`src/rtl/mem_port_arbiter.sv`:
```
// Shares the single-ported data memory between the MEM stage (P) and the loader/debug port (D).
// Fixed-latency IDLE/ACCESS/RESP sequencer; a starve counter lets a waiting D past a busy pipeline.
module mem_port_arbiter #(
  parameter int LAT    = 2,
  parameter int STARVE = 4
) (
  input  logic        clk,
  input  logic        reset,
  input  logic        p_read,
  input  logic        p_write,
  input  logic [31:0] p_addr,
  input  logic [31:0] p_wdata,
  output logic        p_stall,
  output logic [31:0] p_rdata,
  input  logic        d_req,
  input  logic        d_we,
  input  logic [31:0] d_addr,
  input  logic [31:0] d_wdata,
  output logic        d_ack,
  output logic [31:0] d_rdata,
  output logic        mem_read,
  output logic        mem_write,
  output logic [31:0] mem_addr,
  output logic [31:0] mem_wdata,
  input  logic [31:0] mem_rdata
);

  typedef enum logic [1:0] {IDLE, ACCESS, RESP} state_t;

  state_t      state;
  logic        winD;
  logic        capWe;
  logic [31:0] capAddr;
  logic [31:0] capWdata;
  logic [31:0] respData;
  logic [3:0]  cnt;
  logic [3:0]  starveCnt;

  logic pReq;
  logic starved;
  logic dWins;

  assign pReq    = p_read | p_write;
  assign starved = (starveCnt == 4'(STARVE));
  assign dWins   = d_req & (~pReq | starved);

  always_ff @(posedge clk or negedge reset) begin
    if (!reset) begin
      state     <= IDLE;
      winD      <= 1'b0;
      capWe     <= 1'b0;
      capAddr   <= '0;
      capWdata  <= '0;
      respData  <= '0;
      cnt       <= '0;
      starveCnt <= '0;
    end else begin
      case (state)
        IDLE: begin
          if (!d_req) starveCnt <= '0;
          if (pReq | d_req) begin
            state <= ACCESS;
            cnt   <= 4'(LAT - 1);
            winD  <= dWins;
            if (dWins) begin
              capAddr   <= d_addr;
              capWdata  <= d_wdata;
              capWe     <= d_we;
              starveCnt <= '0;
            end else begin
              capAddr  <= p_addr;
              capWdata <= p_wdata;
              // both strobes high counts as a store
              capWe    <= p_write;
              if (d_req && !starved) starveCnt <= starveCnt + 4'd1;
            end
          end
        end
        ACCESS: begin
          if (cnt == 4'd0) begin
            if (!capWe) respData <= mem_rdata;
            state <= RESP;
          end else begin
            cnt <= cnt - 4'd1;
          end
        end
        RESP:    state <= IDLE;
        default: state <= IDLE;
      endcase
    end
  end

  // Strobes decode from reset-cleared state, so they drop as soon as reset asserts.
  assign mem_read  = (state == ACCESS) & ~capWe;
  assign mem_write = (state == ACCESS) &  capWe;
  assign mem_addr  = capAddr;
  assign mem_wdata = capWdata;

  assign p_stall = pReq & ~((state == RESP) & ~winD);
  assign p_rdata = respData;
  assign d_ack   = (state == RESP) & winD;
  assign d_rdata = respData;

endmodule

```
`config.mk`:
```
export PLATFORM = sky130hd
export DESIGN_NAME = mem_port_arbiter
export DESIGN_NICKNAME = d
export VERILOG_FILES = /design/src/rtl/mem_port_arbiter.sv
export SDC_FILE = /design/constraint.sdc
export NUM_CORES = 1
export LEC_CHECK = 0
export ABC_CLOCK_PERIOD_IN_PS = 2300
export BUFFER_PORTS_ARGS = -buffer_cell sky130_fd_sc_hd__buf_2
export CAP_MARGIN = 10
export CORE_AREA = 2 2 115 117
export DETAILED_ROUTE_END_ITERATION = 10
export DIE_AREA = 0 0 117 119
export GPL_ROUTABILITY_DRIVEN = 0
export GPL_TIMING_DRIVEN = 0
export MAX_ROUTING_LAYER = met4
export PLACE_DENSITY = 0.83
export SLEW_MARGIN = 20
export SYNTH_ARGS = -nofsm -noshare
export SYNTH_HDL_FRONTEND = slang
export SYNTH_SLANG_ARGS = --single-unit
```
`constraint.sdc`:
```
create_clock -name clk -period 2.3 [get_ports clk]
set_input_delay 0 -clock clk [delete_from_list [all_inputs] [get_ports clk]]
set_output_delay 0 -clock clk [all_outputs]
set_load 0.02 [all_outputs]
```
# Word level (Yosys, flattened, before mapping)
# Cells that the tools add are included.
# word_totals
register_bits,108
input_bits,166
out_inout_bits,132
elab_cells,51
# op_classes
addsub,2
eq_ne,6
mux,13
bitwise,13
reduce_logical,9
# op_table
op,n
32-bit 2-to-1 mux,2
4-bit 2-to-1 mux,6
4-bit case mux with 2 select lines,1
1-bit bitwise AND,6
"2-bit != test, second input constant",3
3-bit AND reduction,2
"4-bit by 1-bit adder with 4-bit output, second input constant",1
"4-bit by 3-bit == test with 1-bit output, second input constant",1
4-bit zero test,1
2-bit 2-to-1 mux,2
1-bit inverter,4
2-bit case mux with 2 select lines,1
2-bit AND reduction,2
"4-bit by 1-bit subtractor with 4-bit output, second input constant",1
1-bit OR,3
"2-bit by 1-bit == test with 1-bit output, second input constant",1
"2-bit == test, second input constant",1
2-bit zero test,1
2-bit nonzero test,1
1-bit logical AND,1
1-bit zero test,1
1-bit 2-to-1 mux,1

# Depth between registers and ports, before layout
# Gate-level depths: netlist of the first run.
# depth
word_depth,6
ltp_mapped,7
depth_no_buf,5

# Worst setup path before layout of the first run
# Ideal clock, no wire load.
# synth_timing
path_kind,reg-to-reg
start,register cnt[0]
end,"register respData[10], in the netlist d_rdata[10]"
setup_ps,125
arrival_time_ps,1812
required_ps,2175
setup_slack_ps,362
path_stages_with_launch,7
n_path_buf,1
period_less_slack_ps,1938
cell_sequence,dfrtp_1 inv_1 ha_1 or3b_4 nor3_4 buf_12 mux2_4
# synth_between
elab_chain_len,2
# synth_rtl
element,line_no,rtl
from (decl),36,logic [3:0] cnt;
from (signal assigned),63,cnt <= 4'(LAT - 1);
from (signal assigned),84,cnt <= cnt - 4'd1;
4-bit zero test,80,if (cnt == 4'd0) begin
3-bit AND reduction (no line),--,
to (signal assigned),81,if (!capWe) respData <= mem_rdata;
to (decl),35,logic [31:0] respData;
# No other way between the ends.
# A chain may end at the register's enable or synchronous reset.

# Worst setup path after layout of the first run
# layout_timing
start,register cnt[0]
end,"register respData[12], in the netlist d_rdata[12]"
# Same word-level chain as after synthesis.

==> results of run 1 <==
-- synth_stat cells, drive strengths merged --
| cell type | instances |
|---|---|
| a211oi | 1 |
| a21boi | 66 |
| a21o | 1 |
| a221o | 65 |
| a221oi | 1 |
| a22o | 1 |
| a31oi | 1 |
| a41o | 1 |
| and2 | 1 |
| and3b | 2 |
| buf | 48 |
| clkbuf | 15 |
| dfrtp | 108 |
| ha | 4 |
| inv | 7 |
| mux2 | 33 |
| nand2 | 3 |
| nand2b | 1 |
| nand3 | 4 |
| nand3b | 1 |
| nand4 | 2 |
| nor2 | 6 |
| nor2b | 1 |
| nor3 | 1 |
| nor3b | 1 |
| o211a | 1 |
| o21a | 2 |
| o21ai | 4 |
| o311ai | 1 |
| or2 | 1 |
| or3 | 2 |
| or3b | 1 |
| or4 | 1 |
-- worst max-delay path by stage --
stage                    end  startpoint  slack (ps)  cells after the start
2_1_floorplan    d_rdata[10]      cnt[0]         360                      6
3_3_place_gp   mem_wdata[15]       reset          30                      1
3_5_place_dp     d_rdata[12]      cnt[0]         210                      6
4_1_cts          d_rdata[12]      cnt[0]         190                      6
5_1_grt           d_rdata[9]      cnt[0]          80                      6
6_report         d_rdata[12]      cnt[0]         190                      6
-- cell usage in the layout (no fill, tap or decap), types with 3 or more instances in the layout --
master	netlist	final
a21boi_0	66	66
a221o_1	65	65
buf_12	3	3
buf_2	3	299
buf_4	37	37
buf_6	5	6
clkbuf_1	15	16
clkbuf_16	0	9
clkinv_2	0	3
dfrtp_1	108	108
dlygate4sd3_1	0	163
ha_1	4	4
inv_1	7	7
mux2_4	31	31
nand2_1	3	3
nand3_1	4	4
nor2_1	5	5
o21ai_0	4	4
-- critical path, delay by kind of cell, from the launching register on --
kind | cells | cell delay (ps)
fa+ha+maj | 1 | 160
buf+inv | 2 | 300
flops | 1 | 410
simple gates | 2 | 800
mux | 1 | 320
-- logic make-up after synthesis --
family                     Yosys count
AOI/OAI and AO/OA                  145
DFF                                108
buffers and inverters               70
muxes                               33
and+or+nand+nor                     28
adders and majority gates            4
-- area by class of cell --
| cell class | instances | share of cell area, % |
|---|---|---|
| Antenna cell | 1 | 0.0283 |
| Clock inverter | 5 | 0.848 |
| Clock buffer | 11 | 2.74 |
| Inverter | 7 | 0.297 |
| Tap cell | 176 | 2.49 |
| Buffer | 63 | 5.26 |
| Multi-Input combinational cell | 210 | 22.2 |
| Sequential cell | 108 | 30.5 |
| Timing Repair Buffer | 461 | 35.6 |
-- metrics by stage --
step	worst slack [ps]	util, %	cells	hold WS [ps]
global placement	27.8	53.3	861	229
floorplan	362	-	388	-296
CTS	194	68.7	1041	145
finish	192	68.8	1042	138
global route	80.0	68.8	1042	160
detailed placement	208	53.6	862	-38.6
-- report_power, final --
| part | switching [W] | total, W | internal [W] |
|---|---|---|---|
| clock network | 0.000693 | 0.00167 | 0.000980 |
| registers | 0.000712 | 0.00355 | 0.00283 |
| logic | 0.00354 | 0.00653 | 0.00298 |
-- state kept, by name, summed over array words and instances, names as in the netlist --
signal / count
d_rdata: 32
mem_addr: 32
mem_wdata: 32
cnt: 4
starveCnt: 4
state: 2
capWe: 1
winD: 1
-- layer usage --
metal / routed length [um] / part of all wire, % / track usage, %
met5: 0 / 0 / -
met4: 893 / 4.3 / 14.6
met3: 1560 / 7.6 / 6.46
met2: 9960 / 48 / 47.5
met1: 8130 / 40 / 34.8
-- timing repair --
item	CTS	global route
endpoints found under the hold margin	147	0
gates resized for setup	0	0
hold buffers	163	0
==> key figures, run 1 <==
Outcome
  • Run status: finished, final reports clean

Global route
  • Global route total overflow: 0
  • Largest net degree at the start of global routing: a little over 60
  • Gr usage total: 29.5%
  • First-pass GRT wire length: a little over 30000 um
  • Initial antenna violation count: 1
  • Vias in the first global route: between 5000 and 6000

Synthesis
  • Largest area contributor in the netlist: dfrtp_1
  • Post-Synth Simple-Gate Area: around 3.5%
  • Syn Std Cell Area: roughly 5200 um2
  • Synth warnings: 0
  • Mapped Nets: roughly 560
  • Adder-cell area share of the yosys netlist: 0.970%
  • Mux cell area share after synthesis: roughly a tenth
  • #FFs+latches synth: between 100 and 150
  • Post-synthesis sequential area ratio: 52.4%
  • Netlist cell types: 39
  • Dominant cells by area after synthesis: dfrtp_1 52%, a221o_1 13%, a21boi_0 9.6%
  • Cell count after synthesis: roughly 390
  • Top-area cell type share of the netlist area: between 50 and 60%
  • Syn Area/Cell: 13.3 um2
  • Post-synthesis compound-gate area fraction: 24.2%
  • Synth Area in XOR/XNOR: 0%
  • Largest family of logic cells by synthesized area: compound AO/OA/AOI/OAI gates

Setup path
  • Worst EP required: 2520 ps
  • Crit-path cells: inv_1, ha_1, or3b_4, nor3_4, buf_12, mux2_4
  • CP arrival: roughly 2300 ps
  • R2r setup slk: roughly 190 ps
  • Reg2reg start: cnt[0]
  • Crit path max fanout: 10
  • Worst Reg2Reg Path Length in Cells: 6
  • Critical path class: flip-flop to flip-flop
  • Startpoint class of the critical path: flip-flop
  • Reg2reg end: d_rdata[12]
  • Slowest stage cell, crit path: or3b_4
  • Critical path capture point type: flip-flop
  • Critical Path Max Stage Delay: approximately 420 ps

Drt
  • Initial DRT Pass Iterations: 6
  • WL per Instance: 19.7 um
  • Initial DRC Count: 439
  • Final ANT Viol Nets: 0
  • Routed vias: between 5000 and 6000
  • DRC: 0
  • Vias per Instance: ~5.3
  • Routed WL: 20500 um

Clock network
  • CTS buffer count: 9
  • Reg clk slew, reported paths: 70 ps
  • Worst-skew pair later-pin latency: about 340 ps
  • Postcts setup bufs: 0
  • H-tree depth: 3
  • Clock sinks: roughly 110
  • CTS Buffer Depth: 2
  • CTS root buf: clkbuf_16
  • CTS tree: yes

Final layout
  • Multi-input logic area: between 1500 and 2000 um2
  • Layout cells sized above 1: 46.0%
  • Final nets: a little over 1000
  • Final Cell Area: a little under 9000 um2
  • Register area: ~2700 um2
  • Fill count: 823
  • Area Growth Syn to Fin: 71.6%

Die
  • Die W: 117 um
  • Die Footprint: roughly 14000 um2
  • Ports: slightly below 300
  • Rows: 42
  • Starting Density: roughly 40%
  • Die H: around 120 um
  • Core area: roughly 13000 um2

Timing
  • RSZ-0062 raised after global routing: false
  • Final max-slew violation count: 0
  • Final Hold Vio Count: 0
  • Fmax: about 470 MHz
  • Minimum clock period: roughly 2100 ps
  • Worst slew margin: between 60 and 70%
  • Setup TNS: 0 ps
  • Crit share post-route: slightly above 90%
  • Worst clock skew: ~6.6 ps
  • Finish-stage setup viols: 0
  • Worst Tran Pin Value: ~550 ps

Place
  • Post-Place Cell Area: slightly below 7000 um2
  • Port bufs: ~300
  • Post-DP HPWL: approximately 12000 um

Hold path
  • Worst Hold Class: input pin to async pin

Power
  • P per Cell Area: about 1300 nW/um2
  • Pleak: about 4.4 nW
  • VDD IR max: 0.636 mV
  • Power, Total: 0.0117 W

Run
  • Max Cap Viol: 0
No activity file was read; power rests on OpenSTA's default activity.
==> run 2: changes to the inputs <==
Settings changed: REMOVE_ABC_BUFFERS set to 1.
==> run 2 against run 1 <==
  * Via count decreased by 4.0%
  * Global-route usage decreased by 2.1 points
  * Core utilization decreased by 2.2 points
  * Largest cell class unchanged
  * Critical path depth increased by 1
  * Setup slack got worse by 95 ps
==> key figures, run 2 (synthesis gave the netlist of run 1 again) <==
Power
  • Combinational share of power: 54.7% (-0.9 points)
  • Sw Share: 43.0% (+0.83 points)
  • P_int: 0.00644 W (-5.2%)
  • VDD IR max: 0.679 mV (+6.6%)
  • Psw: 0.00485 W (-1.9%)
  • Clk pwr share: 14.3% (about the same)
  • Reg power frac: 31.1% (+0.9 points)
  • Pleak: 4.22 nW (-4.5%)
  • P per Cell Area: 1320 nW/um2 (-0.66%)

Setup path
  • Crit path max fanout: 11 (+1)
  • Worst Reg2Reg Path Length in Cells: 7 (+1)
  • R2r setup slk: 100 ps (-90 ps)
  • CP arrival: 2420 ps (+90 ps)
  • Slowest stage cell, crit path: or3b_4
  • Startpoint class of the critical path: flip-flop
  • Reg2reg end: d_rdata[24]
  • Critical path class: flip-flop to flip-flop
  • Delay-heaviest family, CP: simple AND/OR/NAND/NOR gates
  • Worst EP required: 2520 ps (about the same)
  • Crit-path cells: inv_1, ha_1, or3b_4, nor3_4, buf_8, buf_16, mux2_4
  • Critical Path Max Stage Delay: 430 ps (about the same)
  • Levels on crit path: 7 (+1)
  • CP bufs+invs: 3 (+1)
  • Reg2reg start: cnt[0]
  • Critical path capture point type: flip-flop

Place
  • Post-DP HPWL: 10800 um (-12%)
  • Port bufs: 297 (unchanged)
  • Post-Place Cell Area: 6620 um2 (-4.1%)

Clock network
  • H-tree depth: 3 (unchanged)
  • CTS Buffer Depth: 2 (unchanged)
  • CTS tree: yes
  • Clock sinks: 108 (unchanged)
  • CTS buffer count: 9 (unchanged)
  • PostCTS Resize Cnt: 0 (unchanged)
  • Reg clk slew, reported paths: 70 ps (about the same)
  • CTS root buf: clkbuf_16
  • Worst-skew pair later-pin latency: 340 ps (about the same)

Die
  • Die H: 119 um (unchanged)
  • Starting Density: 40.1% (unchanged)
  • Ports: 298 (unchanged)
  • Core area: 12900 um2 (unchanged)
  • Rows: 42 (unchanged)
  • Die Footprint: 13900 um2 (unchanged)
  • Die W: 117 um (unchanged)

Timing
  • Crit share post-route: 95.8% (+4.1 points)
  • Setup TNS: 0 ps (unchanged)
  • Finish-stage setup viols: 0 (unchanged)
  • Worst Tran Pin Value: 663 ps (+108 ps)
  • Final max-slew violation count: 0 (unchanged)
  • Worst clock skew: 9.70 ps (+3.12 ps)
  • Final Hold Vio Count: 0 (unchanged)
  • RSZ-0062 raised after global routing: false
  • Hold slack: 164 ps (+26.4 ps)
  • Minimum clock period: 2200 ps (+94.7 ps)
  • Fmax: 454 MHz (-4.3%)
  • Worst slew margin: 55.8% (-7.2 points)

Final layout
  • Commonest non-fill, non-tap cell in the layout: buf_2
  • Final Cell Area: 8570 um2 (-3.2%)
  • Area Growth Syn to Fin: 66.1%
  • Register area: 2700 um2 (unchanged)
  • Final nets: 977 (-5.1%)
  • Most frequent cells in the layout: 296 x buf_2, 163 x dlygate4sd3_1, 108 x dfrtp_1
  • Layout cells sized above 1: 44.7% (-1.3 points)
  • Core Util, Final: 66.6% (-2.2 points)
  • Multi-input logic area: 1990 um2 (+1.3%)
  • Fill count: 886 (+7.7%)

Hold path
  • Worst Hold Class: input pin to flip-flop
  • Hold Path Origin: p_read
  • Worst hold path depth: 4
  • Hold path endpoint: starveCnt[3]

Global route
  • Initial antenna violation count: 0 (-1)
  • Global route total overflow: 0 (unchanged)
  • Vias in the first global route: 5416 (-6.8%)
  • Gr usage total: 27.5% (-2.1 points)
  • First-pass GRT wire length: 28500 um (-6.6%)
  • Largest net degree at the start of global routing: 69 (+11%)

Drt
  • DRC: 0 (unchanged)
  • Routed vias: 5301 (-4.0%)
  • WL per Instance: 19.3 um (-2.1%)
  • Final ANT Viol Nets: 0 (unchanged)
  • Routed WL: 19100 um (-7.0%)
  • Initial DRT Pass Iterations: 5 (-1)
  • Initial DRC Count: 369 (-16%)
  • Vias per Instance: 5.35 (+1.0%)

Outcome
  • Run status: finished, final reports clean

Run
  • Max Cap Viol: 0 (unchanged)
-- run 2: cell count changes in the layout (fill, tap and decap cells not counted), moves of 2 or more --
cell,change
buf_6,-2
inv_6,+3
buf_16,+2
buf_2,-3
clkbuf_1,-16
buf_8,+2
clkinv_2,-2
buf_4,-36
-- run 2: how the worst max path moves through the flow --
| stage | startpoint | endpoint | slack (ps) |
|---|---|---|---|
| after detailed placement | cnt[0] | d_rdata[11] | -250 |
| after CTS | cnt[0] | d_rdata[11] | 120 |
| final | cnt[0] | d_rdata[24] | 100 |
| after global placement | starveCnt[0] | mem_addr[1] | -5290 |
| after floorplan | starveCnt[0] | capWe | -2670 |
| after global routing | starveCnt[0] | mem_wdata[12] | 30 |
-- run 2: layout make-up --
| class | instances | area share [%] |
|---|---|---|
| tap | 176 | 2.57 |
| timing repair buffer | 471 | 38.7 |
| clock buffer | 10 | 2.79 |
| clock inverter | 6 | 0.817 |
| inverter | 7 | 0.307 |
| multi-input combinational | 210 | 23.2 |
| antenna | 2 | 0.0584 |
| sequential | 108 | 31.5 |
-- run 2: routing by layer --
metal	part of all wire, %	up-vias	track usage, %
met4	3.6	0	10.4
met5	0	-	-
li1	-	2290	-
met3	8.1	58	6.31
met2	49	349	46.0
met1	39	2604	31.9
-- run 2: metrics by stage --
stage	total power, W	instances	setup slack (ps)
after floorplan	0.00701	325	-2670
after global placement	0.00873	798	-5290
after detailed placement	0.00925	808	-254
after CTS	0.0111	988	124
after global routing	0.0119	988	34.2
final	0.0113	990	97.1
-- run 2: worst min-delay path, delay by kind of cell --
| family | cells | cell delay (ps) |
|---|---|---|
| AND/OR/NAND/NOR | 1 | 90 |
| buffers and inverters | 1 | 100 |
| AO/OA/AOI/OAI | 2 | 270 |
-- run 2: repair_timing --
action / CTS / global route
setup buffers: 1 / 0
hold buffers: 163 / 0
hold endpoints to repair: 150 / 0
setup endpoints to repair: 21 / 0
-- run 2: power by group through the flow --
stage               registers, W  logic, W  clock network (W)
global route             0.00360   0.00659            0.00173
floorplan                0.00477   0.00224                  0
detailed placement       0.00343   0.00582                  0
global placement         0.00340   0.00533                  0
finish                   0.00351   0.00618            0.00161
CTS                      0.00344   0.00604            0.00164
==> run 3: changes to the inputs <==
Settings changed: CTS_BUF_LIST set to sky130_fd_sc_hd__clkbuf_16.
==> run 3 against run 2 <==
  * Critical path depth unchanged
  * Core utilization is 0.097 points lower
  * Cell count fell by 0.10%
  * Sequential power about the same
  * Global-route usage about the same
  * Design area is 0.15% lower
  * Die area unchanged
  * First-iteration DRC count down 6.5%
  * Maximum frequency about the same
  * Power fell by 0.38%
  * Setup slack better by 0.75 ps
==> key figures, run 3 (synthesis gave the netlist of run 1 again) <==
Outcome
  • Run status: finished, final reports clean

Setup path
  • Critical path class: flip-flop to flip-flop
  • Crit path max fanout: 11 (unchanged)
  • Delay-heaviest family, CP: simple AND/OR/NAND/NOR gates
  • Startpoint class of the critical path: flip-flop
  • Worst EP required: 2520 ps (about the same)
  • Crit-path cells: inv_1, ha_1, or3b_4, nor3_4, buf_8, buf_16, mux2_4
  • CP bufs+invs: 3 (unchanged)
  • CP arrival: 2420 ps (about the same)
  • Slowest stage cell, crit path: or3b_4
  • Critical Path Max Stage Delay: 430 ps (about the same)
  • Critical path capture point type: flip-flop

Final layout
  • Area Growth Syn to Fin: 65.9%
  • Layout cells sized above 1: 44.6% (-0.12 points)
  • Final nets: 977 (unchanged)
  • Most frequent cells in the layout: 296 x buf_2, 163 x dlygate4sd3_1, 108 x dfrtp_1
  • Final Cell Area: 8560 um2 (-0.15%)
  • Commonest non-fill, non-tap cell in the layout: buf_2
  • Fill count: 887 (+0.11%)

Drt
  • DRC: 0 (unchanged)
  • Final ANT Viol Nets: 0 (unchanged)
  • Vias per Instance: 5.38 (+0.54%)
  • Initial DRC Count: 345 (-6.5%)
  • Initial DRT Pass Iterations: 5 (unchanged)
  • Routed WL: 19100 um (about the same)
  • WL per Instance: 19.3 um (about the same)
  • Routed vias: 5324 (+0.43%)

Clock network
  • CTS Buffer Depth: 2 (unchanged)
  • Worst-skew pair later-pin latency: 340 ps (about the same)
  • CTS root buf: clkbuf_16
  • PostCTS Resize Cnt: 0 (unchanged)
  • CTS buffer count: 9 (unchanged)
  • CTS tree: yes
  • Clock sinks: 108 (unchanged)
  • H-tree depth: 3 (unchanged)
  • Reg clk slew, reported paths: 70 ps (about the same)

Place
  • Post-Place Cell Area: 6620 um2 (unchanged)
  • Port bufs: 297 (unchanged)
  • Post-DP HPWL: 10800 um (unchanged)

Die
  • Die Footprint: 13900 um2 (unchanged)
  • Die W: 117 um (unchanged)
  • Starting Density: 40.1% (unchanged)
  • Rows: 42 (unchanged)
  • Die H: 119 um (unchanged)
  • Core area: 12900 um2 (unchanged)
  • Ports: 298 (unchanged)

Global route
  • First-pass GRT wire length: 28500 um (+0.14%)
  • Largest net degree at the start of global routing: 69 (unchanged)
  • Initial antenna violation count: 0 (unchanged)
  • Vias in the first global route: 5440 (+0.44%)
  • Global route total overflow: 0 (unchanged)
  • Gr usage total: 27.5% (+0.041 points)

Timing
  • Worst clock skew: 9.20 ps (-0.491 ps)
  • Worst Tran Pin Value: 670 ps (+6.88 ps)
  • Setup TNS: 0 ps (unchanged)
  • RSZ-0062 raised after global routing: false
  • Minimum clock period: 2200 ps (-0.746 ps)
  • Worst slew margin: 55.3% (-0.46 points)
  • Finish-stage setup viols: 0 (unchanged)
  • Final max-slew violation count: 0 (unchanged)
  • Crit share post-route: 95.7% (about the same)
  • Fmax: 454 MHz (about the same)
  • Final Hold Vio Count: 0 (unchanged)

Power
  • VDD IR max: 0.679 mV (about the same)
  • Sw Share: 43.0% (+0.083 points)
  • Psw: 0.00484 W (-0.18%)
  • Clk pwr share: 14.0% (-0.3 points)
  • P per Cell Area: 1320 nW/um2 (-0.23%)
  • Combinational share of power: 54.9% (+0.2 points)
  • Reg power frac: 31.1% (about the same)
  • P_int: 0.00641 W (-0.52%)
  • Power, Total: 0.0113 W (-0.38%)
  • Pleak: 4.21 nW (-0.13%)

Run
  • Max Cap Viol: 0 (unchanged)

Hold path
  • Worst Hold Class: input pin to flip-flop
run 3: worst paths after layout:
path / start / endpoint / slack, ps / cells past startpoint
min in group asynchronous: reset / mem_addr[5] / 220 / 2
worst min register to register: winD / winD / 530 / 1
worst max register to register: cnt[0] / d_rdata[24] / 100 / 7
worst max-delay path: cnt[0] / d_rdata[24] / 100 / 7
max in group asynchronous: reset / d_rdata[10] / 1420 / 3
worst min-delay path: p_read / starveCnt[3] / 160 / 4
run 3: per-stage QoR:
step / utilization [%] / instances / hold slack, ps / worst slack, ps
CTS: 66.5 / 988 / 145 / 124
global placement: 49.7 / 798 / 230 / -5290
floorplan: - / 325 / -296 / -2670
detailed placement: 51.4 / 808 / -13.0 / -254
finish: 66.5 / 989 / 162 / 97.9
global route: 66.5 / 988 / 170 / 34.2
run 3: routing by layer:
layer | GRT usage, % | share of wire [%] | vias up | wire length [um]
met5 | - | 0 | - | 0
met4 | 10.3 | 3.7 | 0 | 710
met3 | 6.56 | 8.3 | 62 | 1590
met2 | 46.2 | 49 | 371 | 9420
met1 | 31.7 | 39 | 2603 | 7380
li1 | - | - | 2288 | -
run 3: repair_timing:
| action | in CTS | in global routing |
|---|---|---|
| buffers inserted | 1 | 0 |
| hold buffers | 163 | 0 |
| endpoints found under the setup margin | 21 | 0 |
| endpoints found under the hold margin | 150 | 0 |
run 3: power groups by stage:
stage / combinational, W / clock (W) / sequential [W]
detailed placement: 0.00582 / 0 / 0.00343
global placement: 0.00533 / 0 / 0.00340
floorplan: 0.00224 / 0 / 0.00477
global route: 0.00659 / 0.00169 / 0.00361
finish: 0.00618 / 0.00158 / 0.00350
CTS: 0.00604 / 0.00161 / 0.00344
run 3: area by class of cell:
cell class	count	area [um2]	area share [%]
timing repair buffer	471	3320	38.8
sequential	108	2700	31.6
multi-input combinational	210	1990	23.3
clock buffer	9	225	2.63
tap	176	220	2.57
clock inverter	7	73.8	0.862
inverter	7	26.3	0.307
antenna	1	2.50	0.0292
run 3: worst reg2reg max path: stages, from the launching register on:
cell	delay [ps]
dfrtp_1	400
inv_1	90
ha_1	150
or3b_4	430
nor3_4	300
buf_8	220
buf_16	180
mux2_4	310
